==> src/rtl/bbox_sample_iter.sv <==
`default_nettype none
// ============================================================================
// Module   : bbox_sample_iter
// Summary  : Raster-walks the sample grid of a triangle's bounding box, one
//            sample per cycle. Optional macro: SAMPLE_ITER_BACK2BACK_EN.
// Revision : 1.0 - initial release
// ============================================================================
module bbox_sample_iter #(
  parameter int SIGFIG = 24,
  parameter int RADIX  = 10,
  parameter int VERTS  = 3,
  parameter int AXIS   = 3,
  parameter int COLORS = 3
) (
  input  logic                                          clk,
  input  logic                                          rst,
  input  logic signed [VERTS-1:0][AXIS-1:0][SIGFIG-1:0] tri_R13S,
  input  logic        [COLORS-1:0][SIGFIG-1:0]          color_R13U,
  input  logic signed [1:0][1:0][SIGFIG-1:0]            box_R13S,
  input  logic                                          validTri_R13H,
  input  logic        [3:0]                             subSample_RnnnnU,
  output logic                                          halt_RnnnnL,
  output logic signed [VERTS-1:0][AXIS-1:0][SIGFIG-1:0] tri_R14S,
  output logic        [COLORS-1:0][SIGFIG-1:0]          color_R14U,
  output logic signed [1:0][SIGFIG-1:0]                 sample_R14S,
  output logic                                          validSamp_R14H
);

  typedef enum logic [0:0] {
    WAIT_STATE = 1'b0,
    TEST_STATE = 1'b1
  } state_t;

  localparam logic [SIGFIG:0] c_one = (SIGFIG+1)'(1);

  state_t              r_state;
  logic [SIGFIG-1:0]   r_ll_x;
  logic [SIGFIG-1:0]   r_ur_x;
  logic [SIGFIG-1:0]   r_ur_y;
  logic [SIGFIG:0]     r_step;

  logic [SIGFIG:0]     w_step;
  logic [SIGFIG:0]     w_next_x;
  logic [SIGFIG:0]     w_next_y;
  logic                w_x_over;
  logic                w_y_over;
  logic                w_last;
  logic                w_accept;
  logic                w_empty;

  always_comb begin
    w_step = c_one << RADIX;
    case (subSample_RnnnnU)
      4'b1000: w_step = c_one << RADIX;
      4'b0100: w_step = c_one << (RADIX - 1);
      4'b0010: w_step = c_one << (RADIX - 2);
      4'b0001: w_step = c_one << (RADIX - 3);
      default: w_step = c_one << RADIX;
    endcase
  end

  // One guard bit so stepping past the most positive coordinate cannot wrap.
  assign w_next_x = {sample_R14S[0][SIGFIG-1], sample_R14S[0]} + r_step;
  assign w_next_y = {sample_R14S[1][SIGFIG-1], sample_R14S[1]} + r_step;
  assign w_x_over = $signed(w_next_x) > $signed({r_ur_x[SIGFIG-1], r_ur_x});
  assign w_y_over = $signed(w_next_y) > $signed({r_ur_y[SIGFIG-1], r_ur_y});
  assign w_last   = (r_state == TEST_STATE) && w_x_over && w_y_over;

`ifdef SAMPLE_ITER_BACK2BACK_EN
  assign halt_RnnnnL = (r_state == WAIT_STATE) || w_last;
`else
  assign halt_RnnnnL = (r_state == WAIT_STATE);
`endif

  assign w_accept = validTri_R13H && halt_RnnnnL;
  assign w_empty  = ($signed(box_R13S[1][0]) < $signed(box_R13S[0][0])) ||
                    ($signed(box_R13S[1][1]) < $signed(box_R13S[0][1]));

  always_ff @(posedge clk or posedge rst) begin
    if (rst) begin
      r_state        <= WAIT_STATE;
      r_ll_x         <= '0;
      r_ur_x         <= '0;
      r_ur_y         <= '0;
      r_step         <= '0;
      tri_R14S       <= '0;
      color_R14U     <= '0;
      sample_R14S    <= '0;
      validSamp_R14H <= 1'b0;
    end else if (w_accept && !w_empty) begin
      r_state        <= TEST_STATE;
      r_ll_x         <= box_R13S[0][0];
      r_ur_x         <= box_R13S[1][0];
      r_ur_y         <= box_R13S[1][1];
      r_step         <= w_step;
      tri_R14S       <= tri_R13S;
      color_R14U     <= color_R13U;
      sample_R14S[0] <= box_R13S[0][0];
      sample_R14S[1] <= box_R13S[0][1];
      validSamp_R14H <= 1'b1;
    end else if (r_state == TEST_STATE) begin
      if (w_last) begin
        r_state        <= WAIT_STATE;
        validSamp_R14H <= 1'b0;
      end else if (w_x_over) begin
        sample_R14S[0] <= r_ll_x;
        sample_R14S[1] <= w_next_y[SIGFIG-1:0];
      end else begin
        sample_R14S[0] <= w_next_x[SIGFIG-1:0];
      end
    end
  end

endmodule
`default_nettype wire

==> config.mk <==
export PLATFORM = sky130hd
export DESIGN_NAME = bbox_sample_iter
export DESIGN_NICKNAME = d
export VERILOG_FILES = /design/src/rtl/bbox_sample_iter.sv
export SDC_FILE = /design/constraint.sdc
export NUM_CORES = 1
export LEC_CHECK = 0
export ABC_AREA = 1
export ABC_CLOCK_PERIOD_IN_PS = 28500
export CORE_AREA = 10 10 274 276
export DETAILED_ROUTE_END_ITERATION = 6
export DIE_AREA = 0 0 284 286
export GPL_ROUTABILITY_DRIVEN = 0
export HOLD_SLACK_MARGIN = 0.06
export PLACE_DENSITY = 0.62
export RECOVER_POWER = 50
export SLEW_MARGIN = 20
export SYNTH_ARGS = -nofsm -noshare
export SYNTH_HDL_FRONTEND = slang
export SYNTH_SLANG_ARGS = --single-unit
==> constraint.sdc <==
create_clock -name clk -period 28.5 [get_ports clk]
set_clock_uncertainty 0.15 [all_clocks]
set_input_delay 5.7 -clock clk [delete_from_list [all_inputs] [get_ports clk]]
set_output_delay 5.7 -clock clk [all_outputs]
set_load 0.01 [all_outputs]
# ---- After elaboration in Yosys (flattened, before gate mapping)
# Cells that the tools add are included.
dict set report classes {
  n_addsub 2
  magnitude_cmp 4
  eq_ne 4
  n_mux 12
  bitwise_logic 1
  reduce_logical 12
}
# cell count
set ops {}
lappend ops {{$mux W48} 3}
lappend ops {{$add A25 B25 Y25} 2}
lappend ops {{$gt A25 B24 Y1} 2}
lappend ops {{$lt A24 B24 Y1} 2}
lappend ops {{$mux W24} 2}
lappend ops {{$pmux W11 S3} 1}
lappend ops {{$mux W1} 6}
lappend ops {{$reduce_bool A2 Y1} 3}
lappend ops {{$eq A4 B1 Y1 const B} 1}
lappend ops {{$eq A4 B2 Y1 const B} 1}
lappend ops {{$eq A4 B3 Y1 const B} 1}
lappend ops {{$logic_and A1 B1 Y1} 4}
lappend ops {{$reduce_and A2 Y1} 2}
lappend ops {{$reduce_and A3 Y1} 1}
lappend ops {{$ne A2 B1 Y1 const B} 1}
lappend ops {{$logic_not A1 Y1} 1}
lappend ops {{$logic_or A1 B1 Y1} 1}
lappend ops {{$not A1 Y1} 1}
dict set report word_totals {
  regBits 435
  input_bits 391
  out_inout_bits 338
  elab_cells 55
}

# ---- Logic depth before layout (Yosys ltp)
# Gate-level depths: netlist of run 1.
dict set report depth {
  ltp_word 7
  mapped_depth 25
  depth_no_buf 24
}

# ---- Least setup slack after synthesis of run 1
# Ideal clock, no wire load.
dict set report synth_path {
  kind {input to register}
  startpoint {in box_R13S[47] (netlist name)}
  endpoint {reg color_R14U[0] (netlist name)}
  setup_time_ns 0.116
  arrival_ns 7.395
  required_ns 28.234
  setup_slack_ns 20.839
  cell_stages 17
  n_path_buf 3
  path_cell_list {inv_1 -> ha_1 -> nand2_1 -> nor2_2 -> nand2_1 -> nor2_1 -> nand2_1 -> nand2_1 -> nor2_1 -> nand3_1 -> nand2_1 -> nand3_2 -> buf_4 -> buf_6 -> buf_6 -> nand2_1 -> nand2_1}
}
dict set report synth_via {
  elab_chain_cells 4
}
# element line
set synth_rtl {}
lappend synth_rtl {{start, declared} 19} ;# input logic signed [1:0][1:0][SIGFIG-1:0] box_R13S,
lappend synth_rtl {{$lt A24 B24 Y1} 77} ;# ($signed(box_R13S[1][1]) < $signed(box_R13S[0][1]));
lappend synth_rtl {{$logic_or A1 B1 Y1} 76} ;# assign w_empty = ($signed(box_R13S[1][0]) < $signed(box_R13S[0][0])) ||
lappend synth_rtl {{$logic_not A1 Y1} 90} ;# end else if (w_accept && !w_empty) begin
lappend synth_rtl {{$logic_and A1 B1 Y1} 90}
lappend synth_rtl {{end signal, assigned} 97} ;# color_R14U <= color_R13U;
lappend synth_rtl {{end, declared} 24} ;# output logic [COLORS-1:0][SIGFIG-1:0] color_R14U,
# Every way passes these cells.
# A chain may end at the register's enable or synchronous reset.

==> flow_summary.toml, run 1 <==
[sta]
finalHoldViolations = 0
rsz0062_at_grt = "false"
setup_violations = 0
min_period_ns = 15.20
tns_ns = 0
tightest_slew_ns = 6.78
fin_ws_ns = 13.30
relSlewSlack_pct = -352
slew_viol_final = 284
fmax_mhz = 65.8
post-route-period-util_pct = 53.3

[global_route]
grt-ovfl-total = 0
antenna_found_initial = 21
grt_start_max_net_pins = 148
grt_pass1_wl_mm = 123
grt_pass1_vias = 18404
grt_use_total_pct = 19.7

[yosys]
ys_seq_area_share_pct = 52.0
syn_area_per_cell_sq_um = 8.07
synth-seq-cells = 414
ys_warn_count = 0
synth_cells = 2467
synth.distinct_cells = 34
synth_nets = 2964
synth_area_sq_mm = 0.0199

[worst_setup_path]
arrival_ns = 15.65
critPathRequiredTime_ns = 28.95
cp-end-kind = "async pin"
path_class = "in2async"
crit_fanout = 119
start_kind = "input port"

[cells_and_area]
drive_gt1_share_pct = 3.38
nets = 3653
area_growth_pct = 48.4
final_cell_area_sq_mm = 0.0295

[floorplan]
num_io_pins = 729
die_x_microns = 284
rows = 97
design.die.area_sq_mm = 0.0812
coreArea_sq_mm = 0.0695
initial_core_util_pct = 28.6
die_h_microns = 286

[pwr]
vdd_ir_drop_max_mv = 0.0497
powerDensity_mw_per_mm2 = 103
power_mw = 3.05
p_leak_nw = 15.2

[detailed_routing]
wl_per_cell_microns = 20.0
dr.pass1.iters = 5
ant_nets = 0
vias = 18356
drt_wl_total_mm = 82.8
drc_errors = 0
drt_iter0_markers = 1231
via_per_inst = 4.43

[clock_network]
clk_pin_slew_ns = 0.06
clock_latency_ns = 0.58
cts_resized = 0
numCtsBuffers = 51
cts_tree = "yes"
cts-root-buf = "clkbuf_16"
cts.sinks = 414
h-tree-depth = 2
clockBufferDepth = 3
postCtsSetupBuffers = 0
ctsHoldBuffers = 0

[run]
cap_violations = 3

[status]
failed_checks = "max-capacitance violations, max-slew violations"
run_status = "complete, but fails checks"

[placement]
dpl-instance-area_sq_mm = 0.0278
port_buffers = 728
hpwl_mm = 63.3
pre_cts_ws_ns = 17.45

[min_path]
hp-class = "reg2reg"
## registers in the layout, summed over array words and instances (netlist names)
register        flops
r_ll_x             24
r_ur_x             24
r_state             1
sample_R14S        48
color_R14U         72
r_step              4
r_ur_y             24
tri_R14S          216
validSamp_R14H      1
## metal layers
| layer | routed length (microns) | track usage, % | vias up |
|---|---|---|---|
| met2 | 41000 | 33.9 | 586 |
| met1 | 33600 | 23.6 | 8611 |
| met5 | 118 | 0 | - |
| met4 | 1680 | 4.60 | 20 |
| met3 | 6490 | 6.18 | 112 |
| li1 | - | - | 9027 |
## report_power, final
part	internal, mW	leakage, nW	switching, mW	total, mW
registers	0.859	5.15	0.172	1.03
logic	0.588	9.19	0.754	1.34
clock network	0.405	0.853	0.268	0.674
## cell usage after synthesis
cell type,instances,area [sq um]
nand2_1,1274,4780
dfrtp_1,414,10400
inv_1,183,687
nand3_1,131,656
ha_1,104,1300
o21ai_0,79,395
buf_2,57,285
nor2_1,55,206
a21oi_1,40,200
buf_6,22,248
xor2_1,22,193
buf_4,13,97.6
nor3_1,13,65.1
nand4_1,11,68.8
clkbuf_1,10,37.5
a21o_1,7,52.6
clkbuf_2,3,15.0
nand3b_1,3,22.5
o21a_1,3,22.5
a31oi_1,2,12.5
fa_1,2,40.0
nand2_2,2,12.5
nand2_4,2,22.5
nor2_2,2,12.5
nor4_1,2,12.5
o31ai_1,2,15.0
xnor2_1,2,17.5
inv_2,1,3.75
nand3_2,1,10.0
nand4_2,1,12.5
nor2_4,1,11.3
nor2b_1,1,6.26
o21ai_4,1,16.3
or2_2,1,6.26
## logic make-up after synthesis
family | synth area share (%)
DFF | 52.0
and+or+nand+nor | 29.7
xor gates and xnor gates | 1.06
buffers and inverters | 6.90
AOI/OAI and AO/OA | 3.59
adders and majority gates | 6.74
## final timing paths
path	depth (start not counted)	from	slack (ns)	to
setup / recovery	5	rst	13.30	r_ur_x[12]
hold / removal	2	color_R14U[60]	0.32	color_R14U[60]
setup reg to reg	21	r_step[7]	22.20	sample_R14S[31]
hold reg to reg	2	color_R14U[60]	0.32	color_R14U[60]
max in group clk	16	box_R13S[23]	18.01	tri_R14S[181]
min in group asynchronous	2	rst	6.86	tri_R14S[207]
## final cells by class
| class | count | area [sq um] |
|---|---|---|
| fillers | 6986 | 40000 |
| inverters | 184 | 699 |
| flip-flops and latches | 414 | 10400 |
| clock inverters | 21 | 254 |
| diodes | 5 | 12.5 |
| repair buffers | 741 | 7380 |
| well taps | 940 | 1180 |
| multi-input cells | 1764 | 8180 |
| clock buffers | 71 | 1470 |
## worst max-delay path: stages
cell	delay [ns]
dlygate4sd3_1	0.55
clkinvlp_2	2.65
clkbuf_1	4.91
buf_6	0.88
buf_4	0.79
## layout by cell type (no fill, tap or decap), drive strengths merged, types with 7 or more instances in the layout
cell type      instances
nand3                132
nand4                 12
dlygate4sd3          306
clkbuf                73
o21ai                 80
nor3                  13
inv                  187
nand2               1278
a21oi                 40
a21o                   7
dfrtp                414
buf                   11
xor2                  22
ha                   104
clkdlybuf4s50        422
nor2                  58
clkinv                10
## metrics by stage
| step | util (%) | cells | hold slack (ns) |
|---|---|---|---|
| floorplan | - | 2467 | 0.293 |
| global placement | 40.0 | 4043 | 0.304 |
| detailed placement | 40.0 | 4043 | 0.309 |
| CTS | 42.5 | 4135 | 0.323 |
| global route | 42.5 | 4138 | 0.335 |
| finish | 42.5 | 4140 | 0.318 |
Note: power is estimated with default switching activity, not from simulation.
==> inputs of run 2 (changes only) <==
--- a/config.mk
+++ b/config.mk
@@ -6,13 +6,13 @@
 export NUM_CORES = 1
 export LEC_CHECK = 0
 export ABC_AREA = 1
-export ABC_CLOCK_PERIOD_IN_PS = 28500
-export CORE_AREA = 10 10 274 276
+export ABC_CLOCK_PERIOD_IN_PS = 14400
+export CORE_AREA = 10 10 278 280
 export DETAILED_ROUTE_END_ITERATION = 6
-export DIE_AREA = 0 0 284 286
+export DIE_AREA = 0 0 288 290
 export GPL_ROUTABILITY_DRIVEN = 0
 export HOLD_SLACK_MARGIN = 0.06
-export PLACE_DENSITY = 0.62
+export PLACE_DENSITY = 0.6
 export RECOVER_POWER = 50
 export SLEW_MARGIN = 20
 export SYNTH_ARGS = -nofsm -noshare
==> constraint.sdc (replaced) <==
create_clock -name clk -period 14.4 [get_ports clk]
set_clock_uncertainty 0.15 [all_clocks]
set_input_delay 2.88 -clock clk [delete_from_list [all_inputs] [get_ports clk]]
set_output_delay 2.88 -clock clk [all_outputs]
set_load 0.01 [all_outputs]
==> run 2 against run 1 <==
Worst hold slack better by 0.0012 ns; clock power rose by 99%; critical path depth up 10; sequential share of layout area about the same; total power grew 98%; the flow still finishes with violations (max-capacitance violations, max-slew violations); final area rose by 0.12%; final cell count is 0.29% higher; via count fell by 0.46%; setup slack got worse by 6.3 ns.
==> flow_summary.toml, run 2 (synthesized netlist as in run 1, its figures left out) <==
[detailed_routing]
dr.pass1.iters = 7
drt_iter0_markers = 1045
via_per_inst = 4.40
drc_errors = 0
vias = 18271
ant_nets = 0
wl_per_cell_microns = 20.3
drt_wl_total_mm = 84.5

[global_route]
grt_pass1_wl_mm = 123
grt_most_used_layer = "met2"
use_met1_pct = 23.3
grt-ovfl-total = 0
grtUsageMet2_pct = 32.7
grt_use_total_pct = 19.5
antenna_found_initial = 19
grtUsageMet3_pct = 6.17
grt_start_max_net_pins = 151
grt_pass1_vias = 18072

[sta]
slew_viol_final = 69
setup_violations = 0
post-route-period-util_pct = 51.5
finalHoldViolations = 0
fin_ws_ns = 6.98
rsz0062_at_grt = "false"
tightest_slew_ns = 3.92
tns_ns = 0
min_period_ns = 7.42
whs_ns = 0.319
relSlewSlack_pct = -161
fmax_mhz = 135

[min_path]
hold_depth = 2
hp-class = "reg2reg"
min-delay-start = "tri_R14S[34]"
hold_path_end = "tri_R14S[34]"

[status]
failed_checks = "max-capacitance violations, max-slew violations"
run_status = "complete, but fails checks"

[placement]
port_buffers = 728
dpl-instance-area_sq_mm = 0.0278
hpwl_mm = 64.2
pre_cts_ws_ns = 6.33
placedCellCount = 4052

[clock_network]
numCtsBuffers = 51
postCtsSetupBuffers = 0
cts_resized = 0
clockBufferDepth = 3
ctsHoldBuffers = 0
cts_tree = "yes"
cts.sinks = 414
cts-root-buf = "clkbuf_16"
h-tree-depth = 2
clk_pin_slew_ns = 0.05
clock_latency_ns = 0.58

[cells_and_area]
largest_reg_flops = 216
largestRegisters = "tri_R14S (216), color_R14U (72), sample_R14S (48)"
final_cells = 4152
nets = 3652
final_common_cell = "nand2_1"
largest_register = "tri_R14S"
fin_util_pct = 41.4
final_cell_area_sq_mm = 0.0296
area_growth_pct = 48.5
layout_common_cells = "nand2_1, dfrtp_1, clkdlybuf4s50_1, dlygate4sd3_1, inv_1"
fill_cells = 7178
drive_gt1_share_pct = 3.25

[floorplan]
design.die.area_sq_mm = 0.0835
die_x_microns = 288
num_io_pins = 729
die_h_microns = 290
coreArea_sq_mm = 0.0714
initial_core_util_pct = 27.9
rows = 98

[worst_setup_path]
critPathRequiredTime_ns = 14.73
start_kind = "input port"
reg2reg_from = "r_step[8]"
reg2regPathDepth = 20
cp-end-kind = "register"
arrival_ns = 7.75
crit_top_cell = "nand2_1"
crit_fanout = 150
path_class = "in2reg"
startpoint = "box_R13S[23]"
slowest_stage = "inv_8"
r2r_end = "sample_R14S[32]"
slowest_delay_ns = 0.92
reg2reg_slack_ns = 7.95
crit_path_cell_trace = "clkdlybuf4s50_1 > inv_1 > ha_1 > nand2_1 > nor3_1 > nor2b_1 > nand2_1 > nand2_1 > nand2_1 > nand2_1 > nand3_4 > inv_8 > buf_4 > nand2_1 > o21ai_0"

[pwr]
power_mw = 6.03
powerDensity_mw_per_mm2 = 204
vdd_ir_drop_max_mv = 0.0998
p_leak_nw = 15.2

[run]
cap_violations = 1
==> run 2: changes by cell type in the layout (fill, tap and decap cells not counted), sizes merged <==
cell	change
clkdlybuf4s50	-26
dlygate4sd3	+26
clkbuf	+4
inv	-3
clkinvlp	+1
==> run 2: final cells by class <==
cell class                 instances  area [sq um]  share of cell area, %
sequential                       414         10400                   35.0
antenna                            5          12.5                 0.0423
clock buffer                      76          1490                   5.05
inverter                         184           702                   2.37
timing repair buffer             740          7400                   25.0
clock inverter                    19           231                  0.783
multi-input combinational       1764          8180                   27.7
tap                              950          1190                   4.02
==> run 2: how the worst max path moves through the flow <==
stage / endpoint / slack [ns] / depth (start not counted)
CTS: r_ur_y[8] / 6.96 / 14
floorplan: color_R14U[0] / 5.79 / 1
global placement: r_ur_y[8] / 6.39 / 16
global route: r_ur_y[5] / 6.60 / 14
finish: r_ur_y[5] / 6.98 / 15
detailed placement: r_ur_y[8] / 6.33 / 14
==> run 2: metal layers <==
| layer | vias to the layer above | wire, microns | share of wire [%] |
|---|---|---|---|
| met1 | 8496 | 33900 | 40 |
| met5 | - | 122 | 0.14 |
| met2 | 613 | 41100 | 49 |
| met4 | 20 | 2350 | 2.8 |
| met3 | 122 | 7030 | 8.3 |
| li1 | 9020 | - | - |
==> run 2: critical path: cells and delay by family <==
| family | cells | cell delay (ns) |
|---|---|---|
| AOI/OAI and AO/OA | 1 | 0.11 |
| adders and majority gates | 1 | 0.40 |
| buffers and inverters | 4 | 2.43 |
| and+or+nand+nor | 9 | 1.83 |
==> run 2: where the power goes <==
part	internal [mW]	switching, mW
registers	1.70	0.329
clock network	0.805	0.533
logic	1.15	1.51
==> inputs of run 3 (changes only) <==
--- a/config.mk
+++ b/config.mk
@@ -6,13 +6,13 @@
 export NUM_CORES = 1
 export LEC_CHECK = 0
 export ABC_AREA = 1
-export ABC_CLOCK_PERIOD_IN_PS = 14400
-export CORE_AREA = 10 10 278 280
+export ABC_CLOCK_PERIOD_IN_PS = 6050
+export CORE_AREA = 10 10 275 277
 export DETAILED_ROUTE_END_ITERATION = 6
-export DIE_AREA = 0 0 288 290
+export DIE_AREA = 0 0 285 287
 export GPL_ROUTABILITY_DRIVEN = 0
 export HOLD_SLACK_MARGIN = 0.06
-export PLACE_DENSITY = 0.6
+export PLACE_DENSITY = 0.63
 export RECOVER_POWER = 50
 export SLEW_MARGIN = 20
 export SYNTH_ARGS = -nofsm -noshare
==> constraint.sdc (replaced) <==
create_clock -name clk -period 6.05 [get_ports clk]
set_clock_uncertainty 0.15 [all_clocks]
set_input_delay 1.21 -clock clk [delete_from_list [all_inputs] [get_ports clk]]
set_output_delay 1.21 -clock clk [all_outputs]
set_load 0.01 [all_outputs]
==> run 3 against run 2 <==
The flow still finishes with violations (max-capacitance violations, max-slew violations); via count grew 1.1%; critical path depth grew 6; clock power grew 140%; register-to-register slack lost 7.4 ns; worst hold slack gained 0.00063 ns; sequential cell count is the same; highest routed layer unchanged; sequential power grew 140%; combinational power grew 150%; count of clock-buffer cells in the layout shrank 8; non-clock buffer count grew 14; global-route usage grew 0.31 points.
==> flow_summary.toml, run 3 (synthesized netlist as in run 1, its figures left out) <==
[status]
run_status = "complete, but fails checks"
failed_checks = "max-capacitance violations, max-slew violations"

[floorplan]
die_x_microns = 285
num_io_pins = 729
coreArea_sq_mm = 0.0698
rows = 97
die_h_microns = 287
initial_core_util_pct = 28.5
design.die.area_sq_mm = 0.0818

[detailed_routing]
wl_per_cell_microns = 20.3
drc_errors = 0
vias = 18476
ant_nets = 0
drt_iter0_markers = 1236
dr.pass1.iters = 5
drt_wl_total_mm = 84.2
via_per_inst = 4.45

[pwr]
vdd_ir_drop_max_mv = 0.286
p_leak_nw = 15.1
powerDensity_mw_per_mm2 = 494

[worst_setup_path]
crit_path_cell_trace = "ha_1 > inv_1 > fa_1 > o21ai_0 > nand2_1 > nor2_1 > nand2_1 > xor2_1 > ha_1 > nand2_1 > nor2_1 > nand2_1 > nor2_1 > nand2_1 > nand4_2 > nand2_4 > nor2_2 > nand2_1 > nand2_2 > nand3_1 > nand2_1"
startpoint = "r_step[7]"
r2r_end = "sample_R14S[31]"
reg2regPathDepth = 21
reg2reg_slack_ns = 0.55
cp-end-kind = "register"
crit_fanout = 18
reg2reg_from = "r_step[7]"
slowest_stage = "nand2_1"
arrival_ns = 5.87
start_kind = "register"
path_class = "reg2reg"
worstSetupEndpoint = "sample_R14S[31]"
critPathRequiredTime_ns = 6.41
slowest_delay_ns = 0.58
crit_top_cell = "nand2_1"

[clock_network]
clk_pin_slew_ns = 0.06
cts_tree = "yes"
cts_resized = 0
cts-root-buf = "clkbuf_16"
numCtsBuffers = 50
h-tree-depth = 2
cts.sinks = 414
ctsHoldBuffers = 0
clockBufferDepth = 3
clock_latency_ns = 0.58
postCtsSetupBuffers = 0

[min_path]
hp-class = "reg2reg"

[global_route]
antenna_found_initial = 15
grt_start_max_net_pins = 168
grt_use_total_pct = 19.8
grt-ovfl-total = 0
grt_pass1_vias = 18558
grt_pass1_wl_mm = 124

[cells_and_area]
largest_register = "tri_R14S"
layout_common_cells = "nand2_1, clkdlybuf4s50_1, dfrtp_1, inv_1, dlygate4sd3_1"
area_growth_pct = 49.3
nets = 3665
largest_reg_flops = 216
largestRegisters = "tri_R14S (216), color_R14U (72), sample_R14S (48)"
drive_gt1_share_pct = 3.74
final_common_cell = "nand2_1"
final_cells = 4152
fill_cells = 6943
fin_util_pct = 42.6

[sta]
setup_violations = 0
post-route-period-util_pct = 91.0
fin_ws_ns = 0.547
min_period_ns = 5.50
slew_viol_final = 314
rsz0062_at_grt = "false"
fmax_mhz = 182
finalHoldViolations = 0
relSlewSlack_pct = -116
tightest_slew_ns = 3.25

[placement]
port_buffers = 728
pre_cts_ws_ns = 0.643
hpwl_mm = 65.2
placedCellCount = 4056

[run]
cap_violations = 4
[run 3: changes by cell type in the layout (fill, tap and decap cells not counted), moves of 4 or more]
cell	before	now
dlygate4sd3_1	332	170
clkdlybuf4s50_1	396	558
buf_12	2	6
buf_4	8	12
clkbuf_1	16	11
clkbuf_8	8	12
[run 3: critical path, delay by kind of cell (launching register included)]
family	cells	cell delay, ns
adder cells (fa/ha/maj)	3	0.86
AO/OA/AOI/OAI	1	0.52
AND/OR/NAND/NOR	15	3.26
XOR/XNOR	1	0.18
flip-flops	1	0.41
buffers and inverters	1	0.05
[run 3: final cells by class]
class | count | area, sq um | area share (%)
Timing Repair Buffer | 754 | 7530 | 25.3
Tap cell | 940 | 1180 | 3.96
Inverter | 184 | 699 | 2.35
Multi-Input combinational cell | 1764 | 8180 | 27.5
Clock buffer | 68 | 1460 | 4.91
Sequential cell | 414 | 10400 | 34.8
Antenna cell | 4 | 10.0 | 0.0337
Clock inverter | 24 | 312 | 1.05
[run 3: routing by layer]
metal | global-route usage, % | up-vias | wire (microns)
li1 | - | 9048 | -
met1 | 24.2 | 8633 | 34400
met2 | 33.7 | 677 | 41400
met3 | 5.60 | 110 | 6530
met4 | 5.28 | 8 | 1810
met5 | 0 | - | 58
[run 3: how the worst min path moves through the flow]
stage | slack, ns | to | cells past startpoint | from
2_1_floorplan | 0.29 | r_ll_x[10] | 2 | r_ll_x[10]
3_3_place_gp | 0.30 | r_ll_x[8] | 2 | r_ll_x[8]
3_5_place_dp | 0.31 | color_R14U[38] | 2 | color_R14U[38]
4_1_cts | 0.33 | r_ll_x[22] | 2 | r_ll_x[22]
5_1_grt | 0.34 | tri_R14S[185] | 2 | tri_R14S[185]
6_report | 0.32 | tri_R14S[41] | 2 | tri_R14S[41]
[run 3: power by group]
group	switching, mW	leakage (nW)	internal, mW	total (mW)
sequential	0.824	5.15	4.05	4.87
combinational	3.58	9.08	2.96	6.54
clock	1.28	0.880	1.99	3.26
total	5.68	15.1	9.00	14.7
[run 3: per-stage QoR]
stage / setup TNS (ns) / hold WS, ns / power, mW / area, sq um
2_1_floorplan: -369.12 / 0.293 / 7.97 / 19900
3_3_place_gp: 0 / 0.304 / 11.6 / 28000
3_5_place_dp: 0 / 0.314 / 11.7 / 28000
4_1_cts: 0 / 0.326 / 15.1 / 29800
5_1_grt: 0 / 0.338 / 15.8 / 29700
6_report: 0 / 0.320 / 14.7 / 29700
==> RTL change (settings of run 3) <==
Add a define of `SAMPLE_ITER_BACK2BACK_EN`.
--- a/src/rtl/bbox_sample_iter.sv
+++ b/src/rtl/bbox_sample_iter.sv
@@ -5,6 +5,8 @@
 //            sample per cycle. Optional macro: SAMPLE_ITER_BACK2BACK_EN.
 // Revision : 1.0 - initial release
 // ============================================================================
+`define SAMPLE_ITER_BACK2BACK_EN
+
 module bbox_sample_iter #(
   parameter int SIGFIG = 24,
   parameter int RADIX  = 10,
Function: changed (a bounded check fails within 4 cycles, from zero or initial values and one cycle with rst high).
==> RTL change against run 3 <==
- worst setup slack got worse by 0.23 ns
- die area stayed put
- via count down 3.2%
- synthesized area decreased by 1.7%
- critical path depth fell by 3
- non-clock buffer count rose by 11
- cell area down 0.40%
- worst hold slack got worse by 0.00078 ns
- sequential cell count is the same
- routed wire length decreased by 8.0%
- the flow still finishes with violations (max-capacitance violations, max-slew violations)
Power is not compared: it rests on default switching activity, and its combinational part moved more than twofold at a synthesized area within 25%.
==> RTL change: results (changes against run 3) <==
status=finished with violations (unchanged); failing checks=max-capacitance violations, max-slew violations (unchanged); layout cells sized above 1=4.043% (was 3.741%); H-tree levels=2 (unchanged); number of global-route vias before repair=18220 (was 18560); largest net degree at the start of global routing=199 (was 168); wire per inst=18.85 um (was 20.29 um); CTS clk-pin slew, worst paths=0.06 ns (about the same); synth unique cells=29 (was 34); initial antenna violation count=11 (was 15); Filler cells=6905 (was 6943); MaxCap Viol Count=3 (was 4); Total GRT Usage=18.18% (was 19.77%); Hold Path Class=register to register (unchanged); Total Nets Final=3621 (was 3665); top flop regs=tri_R14S: 216 flops, color_R14U: 72 flops, sample_R14S: 48 flops (unchanged); Commonest cells post-synth=1227 x nand2_1, 414 x dfrtp_1, 175 x inv_1 (was 1274 x nand2_1, 414 x dfrtp_1, 183 x inv_1); Iter 0 DRT Violations=1246 (was 1236); Syn Nets=2902 (was 2964); Leakage=0.01570 uW; synth warn=0 (unchanged); pre-CTS setup slack=0.6147 ns (was 0.6432 ns); Critical Path AT=4.37 ns (was 5.87 ns); CTS max path bufs=3 (unchanged); peak supply drop=0.2029 mV; Slew Viols, Final=247 (was 314); drt via density=4.353 (was 4.450); worst-path maximum fanout=3 (was 18); first-pass GRT wire length=115700 um (was 123800 um); Worst-Skew Late Latency=0.59 ns; clock root cell=clkbuf_16 (unchanged); worst slew pin tran=2.492 ns (was 3.245 ns); TritonCTS buffer count=51 (was 50); Post-DP HPWL=59650 um (was 65200 um); top cells by area, synth=dfrtp_1 53%, nand2_1 24%, ha_1 6.7% (was dfrtp_1 52%, nand2_1 24%, ha_1 6.5%); sequential area share after synthesis=52.95% (was 52.04%)
[RTL change: final timing paths]
kind / slack [ns] / end / from / depth (start not counted)
max reg2reg: 1.12 / tri_R14S[21] / sample_R14S[7] / 23
min reg2reg: 0.32 / tri_R14S[95] / tri_R14S[95] / 2
min: 0.32 / tri_R14S[95] / tri_R14S[95] / 2
max in group asynchronous: 1.39 / color_R14U[40] / rst / 4
max: 0.32 / halt_RnnnnL / sample_R14S[7] / 18
min in group asynchronous: 1.08 / tri_R14S[156] / rst / 2
[RTL change: critical path, cell delays in order (launching register included)]
cell             delay (ns)
dfrtp_1                0.39
ha_1                   0.23
fa_1                   0.41
a31oi_1                0.36
nor2_1                 0.18
nand3_1                0.14
nor2_1                 0.06
xor2_1                 0.21
ha_1                   0.27
nand2_1                0.10
inv_1                  0.06
nand2_1                0.06
nand2_1                0.04
a21oi_1                0.19
nand3_1                0.10
nand2_1                0.06
nand2_1                0.13
o21ai_4                0.22
clkdlybuf4s50_1        0.57
[RTL change: area by class of cell]
cell class / instances / area, um2 / area share (%)
flip-flops and latches: 414 / 10360 / 34.99
diodes: 5 / 12.51 / 0.04225
well taps: 940 / 1176 / 3.972
multi-input cells: 1715 / 8005 / 27.03
repair buffers: 765 / 7642 / 25.81
inverters: 177 / 673.1 / 2.273
clock buffers: 68 / 1430 / 4.830
clock inverters: 27 / 311.5 / 1.052
[RTL change: cells by family after synthesis]
| logic type | Yosys count | synth area share, % |
|---|---|---|
| and+or+nand+nor | 1401 | 27.75 |
| DFF | 414 | 52.95 |
| buffers and inverters | 276 | 6.357 |
| AOI/OAI and AO/OA | 179 | 4.790 |
| adders and majority gates | 106 | 6.856 |
| xor gates and xnor gates | 29 | 1.298 |
[RTL change: timing repair]
action,in CTS,in global routing
buffers inserted,0,0
setup endpoints to repair,1,1
gates resized for setup,1,8
[RTL change: through the flow]
stage               cells  instance area (um2)  hold slack (ns)  power [uW]  TNS (ns)
floorplan            2405                19570           0.3028        2934   -369.12
global placement     4010                27880           0.3109        3253         0
detailed placement   4010                27880           0.3138        3253         0
CTS                  4105                29620           0.3296        6478         0
global route         4110                29610           0.3379        6621         0
finish               4111                29610           0.3193        6386         0
[RTL change: power by group]
group	internal, uW	switching [uW]
clock network	1920	1270
registers	2770	0
logic	256	170
[RTL change: metal layers]
| layer | wire, um | GRT usage (%) | up-vias |
|---|---|---|---|
| met5 | 19 | 0 | - |
| met1 | 30670 | 21.18 | 8405 |
| met4 | 1546 | 4.501 | 4 |
| met2 | 39670 | 32.52 | 488 |
| li1 | - | - | 8907 |
| met3 | 5574 | 5.098 | 90 |
